<file path="src/rtl/fc_argmax_if.sv">
// Score stream and result handshake between an FC layer and the argmax block.
// The slave modport is the argmax side; the master side drives scores and acknowledges results.
interface fc_argmax_if #(
  parameter int SCORE_W = 12,
  parameter int IDX_W   = 4
);
  logic               score_valid;
  logic [SCORE_W-1:0] score_in;
  logic               score_ready;
  logic               result_valid;
  logic               result_ack;
  logic [IDX_W-1:0]   class_out;
  logic [SCORE_W-1:0] max_score;
  logic               busy;

  modport master (
    output score_valid, score_in, result_ack,
    input  score_ready, result_valid, class_out, max_score, busy
  );

  modport slave (
    input  score_valid, score_in, result_ack,
    output score_ready, result_valid, class_out, max_score, busy
  );
endinterface

</file>
<file path="src/rtl/fc_argmax.sv">
// Streaming argmax over N_CLASS signed scores arriving in class order.
// The winner is held in HOLD until the consumer acknowledges it; ties keep the lowest index.
module fc_argmax #(
  parameter int N_CLASS = 10,
  parameter int SCORE_W = 12,
  parameter int IDX_W   = 4
) (
  input  logic        clk,
  input  logic        rst,
  input  logic        clear,
  fc_argmax_if.slave  bus
);

  typedef enum logic [1:0] {IDLE, ACCUM, HOLD} state_t;

  localparam logic [IDX_W-1:0] LAST_IDX = IDX_W'(N_CLASS - 1);

  state_t                    state, state_nxt;
  logic [IDX_W-1:0]          count;
  logic [IDX_W-1:0]          class_q;
  logic signed [SCORE_W-1:0] max_q;
  logic                      xfer;
  logic                      is_last;
  logic                      better;

  assign bus.score_ready  = (state != HOLD);
  assign bus.result_valid = (state == HOLD);
  assign bus.busy         = (state == ACCUM);
  assign bus.class_out    = class_q;
  assign bus.max_score    = max_q;

  assign xfer    = bus.score_valid && bus.score_ready;
  assign is_last = (count == LAST_IDX);
  // Both operands are signed and equal width, so the most-negative value compares without overflow.
  assign better  = $signed(bus.score_in) > max_q;

  always_ff @(posedge clk or posedge rst) begin
    // NOTE: sequential state uses non-blocking assignments so every register samples pre-edge values.
    if (rst) state <= IDLE;
    else     state <= state_nxt;
  end

  always_comb begin
    // NOTE: default first so no path through this block leaves state_nxt unassigned (no latch).
    state_nxt = state;
    unique case (state)
      IDLE:  if (xfer) state_nxt = (N_CLASS == 1) ? HOLD : ACCUM;
      ACCUM: if (xfer && is_last) state_nxt = HOLD;
      HOLD:  if (bus.result_ack) state_nxt = IDLE;
      default: state_nxt = IDLE;
    endcase
    if (clear) state_nxt = IDLE;
  end

  always_ff @(posedge clk or posedge rst) begin
    if (rst) begin
      count   <= '0;
      class_q <= '0;
      max_q   <= '0;
    end else if (clear) begin
      count   <= '0;
      class_q <= '0;
      max_q   <= '0;
    end else if (xfer) begin
      unique case (state)
        IDLE: begin
          max_q   <= $signed(bus.score_in);
          class_q <= '0;
          count   <= (N_CLASS == 1) ? '0 : IDX_W'(1);
        end
        ACCUM: begin
          if (better) begin
            max_q   <= $signed(bus.score_in);
            class_q <= count;
          end
          // Counter parks at zero after the last class instead of wrapping past N_CLASS-1.
          count <= is_last ? '0 : count + IDX_W'(1);
        end
        default: count <= '0;
      endcase
    end
  end

endmodule

</file>
<file path="src/flat_wrapper.sv">
// flat-port wrapper written by rule: the top's interface ports become plain ports
module fc_argmax_flat 
#(
  parameter int N_CLASS = 10,
  parameter int SCORE_W = 12,
  parameter int IDX_W   = 4
)
  (clk, rst, clear, bus_score_valid, bus_score_in, bus_result_ack, bus_score_ready, bus_result_valid, bus_class_out, bus_max_score, bus_busy);
  fc_argmax_if #(.SCORE_W(SCORE_W), .IDX_W(IDX_W)) bus_i ();
  input  logic clk;
  input  logic rst;
  input  logic clear;
  input wire logic [$bits(bus_i.score_valid)-1:0] bus_score_valid;
  input wire logic [$bits(bus_i.score_in)-1:0] bus_score_in;
  input wire logic [$bits(bus_i.result_ack)-1:0] bus_result_ack;
  output wire logic [$bits(bus_i.score_ready)-1:0] bus_score_ready;
  output wire logic [$bits(bus_i.result_valid)-1:0] bus_result_valid;
  output wire logic [$bits(bus_i.class_out)-1:0] bus_class_out;
  output wire logic [$bits(bus_i.max_score)-1:0] bus_max_score;
  output wire logic [$bits(bus_i.busy)-1:0] bus_busy;
  assign bus_i.score_valid = bus_score_valid;
  assign bus_i.score_in = bus_score_in;
  assign bus_i.result_ack = bus_result_ack;
  assign bus_score_ready = bus_i.score_ready;
  assign bus_result_valid = bus_i.result_valid;
  assign bus_class_out = bus_i.class_out;
  assign bus_max_score = bus_i.max_score;
  assign bus_busy = bus_i.busy;
  fc_argmax #(.N_CLASS(N_CLASS), .SCORE_W(SCORE_W), .IDX_W(IDX_W)) u_core (.clk(clk), .rst(rst), .clear(clear), .bus(bus_i));
endmodule
</file>
<file path="config.mk">
export PLATFORM = sky130hd
export DESIGN_NAME = fc_argmax_flat
export DESIGN_NICKNAME = d
export VERILOG_FILES = /design/src/rtl/fc_argmax_if.sv /design/src/rtl/fc_argmax.sv /design/src/flat_wrapper.sv
export SDC_FILE = /design/constraint.sdc
export NUM_CORES = 1
export LEC_CHECK = 0
export BUFFER_PORTS_ARGS = -buffer_cell sky130_fd_sc_hd__buf_4
export CORE_ASPECT_RATIO = 1.25
export CORE_MARGIN = 3
export CORE_UTILIZATION = 52
export DETAILED_ROUTE_END_ITERATION = 12
export GPL_TIMING_DRIVEN = 0
export PLACE_DENSITY_LB_ADDON = 0.1
export SLEW_MARGIN = 15
export SYNTH_ARGS = -nofsm -noshare
export SYNTH_HDL_FRONTEND = slang
export SYNTH_SLANG_ARGS = --single-unit
export TNS_END_PERCENT = 30
</file>
<file path="constraint.sdc">
create_clock -name clk -period 2.5 [get_ports clk]
set_input_delay 0.25 -clock clk [delete_from_list [all_inputs] [get_ports clk]]
set_output_delay 0.25 -clock clk [all_outputs]
set_load 0.02 [all_outputs]
</file>
-- After elaboration in Yosys (flattened, before gate mapping)
Cells that the tools add are included.
- output and inout port bits: 19
- register bits after elaboration: 22
- add/subtract/negate cells: 1
- order comparisons: 1
- multiplexer cells: 17
- reductions and logical operators: 7
- eq/ne operators: 8
- operators by type and width (cell ; number):
    12-bit 2-to-1 mux ; 3
    4-bit 2-to-1 mux ; 6
    12-bit one-hot mux with 2 select lines ; 1
    4-bit one-hot mux with 2 select lines ; 2
    12-bit > comparator ; 1
    3-bit by 2-bit inequality test with 1-bit output (second input constant) ; 3
    2-bit 2-to-1 mux ; 4
    2-bit one-hot mux with 3 select lines ; 1
    3-bit AND reduction ; 2
    4-bit by 1-bit adder with 4-bit output (second input constant) ; 1
    4-bit == test (second input constant) ; 1
    3-bit inequality test (second input constant) ; 1
    3-bit nonzero test ; 1
    2-bit by 1-bit == test with 1-bit output (second input constant) ; 1
    2-bit == test (second input constant) ; 1
    1-bit logical AND ; 2
    2-bit zero test ; 1
    2-bit inequality test (second input constant) ; 1
    2-bit nonzero test ; 1

-- Longest topological paths before layout
- depth after elaboration: 6
- gate-level depth with buffers: 8
- depth with buffers taken out: 7

-- Least setup slack after synthesis
No wires, ideal clock.
- path type: flip-flop to flip-flop
- start: reg u_core.max_q[11] (netlist: u_core.bus.max_score[11])
- end: reg u_core.max_q[0] (netlist: u_core.bus.max_score[0])
- data arrival time: 2.158 ns
- period minus slack after synthesis: 2.283 ns
- required time: 2.375 ns
- stages on the path, launching flop included: 8
- slack: 0.217 ns
- buffers on the path: 0
- path through: dfrtp_1 inv_1 ha_1 nand4_1 or4_1 a21o_1 o311ai_4 mux2_4
- word-level cells in the longest chain between the ends: 3
- ends and longest elaborated chain (item ; RTL line ; RTL):
    from (decl) ; fc_argmax.sv:21 ; logic signed [SCORE_W-1:0] max_q;
    from (signal assigned) ; fc_argmax.sv:67 ; max_q <= $signed(bus.score_in);
    from (signal assigned) ; fc_argmax.sv:73 ; max_q <= $signed(bus.score_in);
    12-bit > comparator ; fc_argmax.sv:35 ; assign better = $signed(bus.score_in) > max_q;
    3-bit by 2-bit inequality test with 1-bit output (no source line) ; - ;
    3-bit AND reduction (no source line) ; - ;
Every way passes these cells.
A chain may end at the register's enable or synchronous reset.

-- Worst setup path in the final report
- start: reg u_core.max_q[11] (netlist: u_core.bus.max_score[11])
- end: reg u_core.max_q[7] (netlist: u_core.bus.max_score[7])
The elaborated chain is that of the path after synthesis.

==> flow_summary.toml <==
[status]
status = "finished clean"

[layout]
num_antenna_cells = 0
instances_no_fill = 221
area_growth_syn_to_layout_pct = 29.8
finalCoreUtilization_pct = 73.0
layout-drive-gt1-share_pct = 26.6
layout_common_cells = "39 x buf_4, 22 x dfrtp_1, 21 x inv_1, 14 x mux2i_1, 14 x ha_1"
nets = 220
layout_commonest_cell = "buf_4"

[global_route]
grt_pass1_wl_um = 5180
antenna_found_initial = 0
grt_remaining_overflow = 0
grt_max_degree = 23
grt_pass1_vias = 1238
track_usage_pct = 20.2

[cts]
clock-sinks = 22
clk_pin_slew_ns = 0.13
cts-root-buf = "clkbuf_4"
cts_tree = "built"
cts_buffers = 3
clock_latency_ns = 0.31
cts_max_path_buffers = 2
cts_max_level = 1
hold_buffers = 0

[run]
max_cap_violations = 0

[sta]
finClkSkew_ns = 0.00302
tightest_slew_ns = 0.852
setup_viol = 0
finalMaxSlewViolations = 0
holdWs_ns = 0.0953
hold_violations = 0
finalCriticalPeriod_ns = 2.44
maxSlewHeadroom_pct = 43.1
fmax_mhz = 411
setup_slack_ns = 0.0647
period_share_pct = 97.4

[power_and_ir_drop]
p_total_uw = 929
clkPwrFrac_pct = 22.0
peakVddDrop_mv = 0.443
p_sw_share_pct = 31.9
p_int_uw = 632
sequentialPowerShare_pct = 43.4
p_per_area_nw_per_um2 = 509
power_leakage_uw = 0.000910
p_switching_uw = 296
comb_power_share_pct = 34.6

[synthesis]
syn_area_per_cell_um2 = 9.83
synth.top_cell.area_share_pct = 39.1
synthTopCellsByArea = "dfrtp_1 39%, ha_1 12%, mux2i_1 11%, nand2b_1 5.8%, inv_1 5.6%"
synth_seq_cells = 22
ys_types = 33
ys.warnings.count = 0
netlist_area_um2 = 1410
syn_inst = 143
yosysTopAreaCell = "dfrtp_1"
syn_nets = 174
yosysSeqAreaShare_pct = 39.1

[placement]
dp_hpwl_um = 2370
port_buffers = 35
place.gp.congestion = 0.762
dpl.cell_count = 211
pre_cts_slack_ns = 0.0940

[min_path]
holdCritPathClass = "input port to async pin"

[critical_path]
criticalPathCategory = "register to register"
start_kind = "register"
required_ns = 2.73
cp.arrival_ns = 2.66
end_kind = "register"
cp_max_fo = 6

[die]
die_w_um = 52.5
die_h_um = 64.1
ios = 36
core_um2 = 2500
initial_utilization_pct = 56.2
core.rowCount = 20
design.die.area_um2 = 3370

[drt]
firstDrtPassIters = 4
dr.first_iter.drc_count = 13
vias = 1199
drc = 0
wl_per_cell_um = 14.0
viasPerCell = 5.43
postRouteWirelength_um = 3090
ant_nets = 0
## synthesized netlist by cell type (all sizes together)
cell type,count
dfrtp,22
inv,21
mux2i,15
ha,14
nand2b,13
nand2,11
o21ai,6
nor2,5
a21oi,3
nand4,3
a21o,2
clkbuf,2
nand3,2
nor2b,2
nor3,2
nor3b,2
o31ai,2
a211o,1
a211oi,1
a31oi,1
and2b,1
and3,1
buf,1
mux2,1
nand3b,1
nand4b,1
o221ai,1
o22a,1
o311ai,1
o32a,1
or2,1
or3,1
or4,1
## worst paths after layout
path                       depth (start not counted)                                  end                            startpoint  slack [ns]
max reg2reg                                        9  u_core.bus.max_score[7]$_DFFE_PP0P_  u_core.bus.max_score[11]$_DFFE_PP0P_        0.06
max in group asynchronous                          2  u_core.bus.max_score[1]$_DFFE_PP0P_                                   rst        1.88
min reg2reg                                        1          u_core.count[3]$_DFFE_PP0P_           u_core.count[3]$_DFFE_PP0P_        0.52
min in group clk                                   3  u_core.bus.max_score[6]$_DFFE_PP0P_                       bus_score_in[6]        0.19
min                                                2  u_core.bus.class_out[3]$_DFFE_PP0P_                                   rst         0.1
max                                                9  u_core.bus.max_score[7]$_DFFE_PP0P_  u_core.bus.max_score[11]$_DFFE_PP0P_        0.06
## power groups by stage
stage | Combinational [uW] | Clock, uW | Sequential (uW)
global placement | 277 | 0 | 409
finish | 321 | 204 | 403
CTS | 289 | 208 | 404
global route | 354 | 222 | 407
detailed placement | 287 | 0 | 411
floorplan | 154 | 0 | 439
## worst max-delay path: stages (launching register included)
cell and delay [ns]:
dfrtp_1 0.38, inv_1 0.07, ha_1 0.31, nand4_1 0.16, or4_1 0.55, a21o_1 0.23, o311ai_4 0.12, buf_12 0.17
buf_12 0.12, mux2i_2 0.24
## logic make-up after synthesis
kind of cell / synth area share [%]
AO/OA/AOI/OAI: 10.8
adder cells (fa/ha/maj): 12.5
buffers and inverters: 7.56
flip-flops: 39.1
multiplexers: 11.7
AND/OR/NAND/NOR: 18.3
## timing repair
action,in CTS,in global routing
endpoints found under the setup margin,0,10
setup buffers,0,5
gates resized for setup,0,1
## registers in the layout, summed over array words and instances, names as in the netlist
register and count:
u_core.bus.class_out 4, u_core.bus.max_score 12, u_core.count 4, u_core.state 2
## metrics by stage
stage,cell area [um2],TNS (ns)
5_1_grt,1830,-0.0136
3_3_place_gp,1710,0
6_report,1830,0
2_1_floorplan,1410,0
4_1_cts,1750,0
3_5_place_dp,1710,0
## layer usage
metal	vias up	part of all wire, %	GRT usage [%]
met4	0	3.1	7.99
met1	574	38	21.1
met2	33	54	37.9
li1	581	-	-
met5	-	0	0
met3	11	4.4	3.50
## area by class of cell
cell class,instances,area (um2)
Buffer,3,27.5
Clock buffer,4,36.3
Fill cell,201,677
Inverter,21,78.8
Multi-Input combinational cell,97,753
Sequential cell,22,551
Tap cell,33,41.3
Timing Repair Buffer,41,338
No activity file was read; power rests on OpenSTA's default activity.
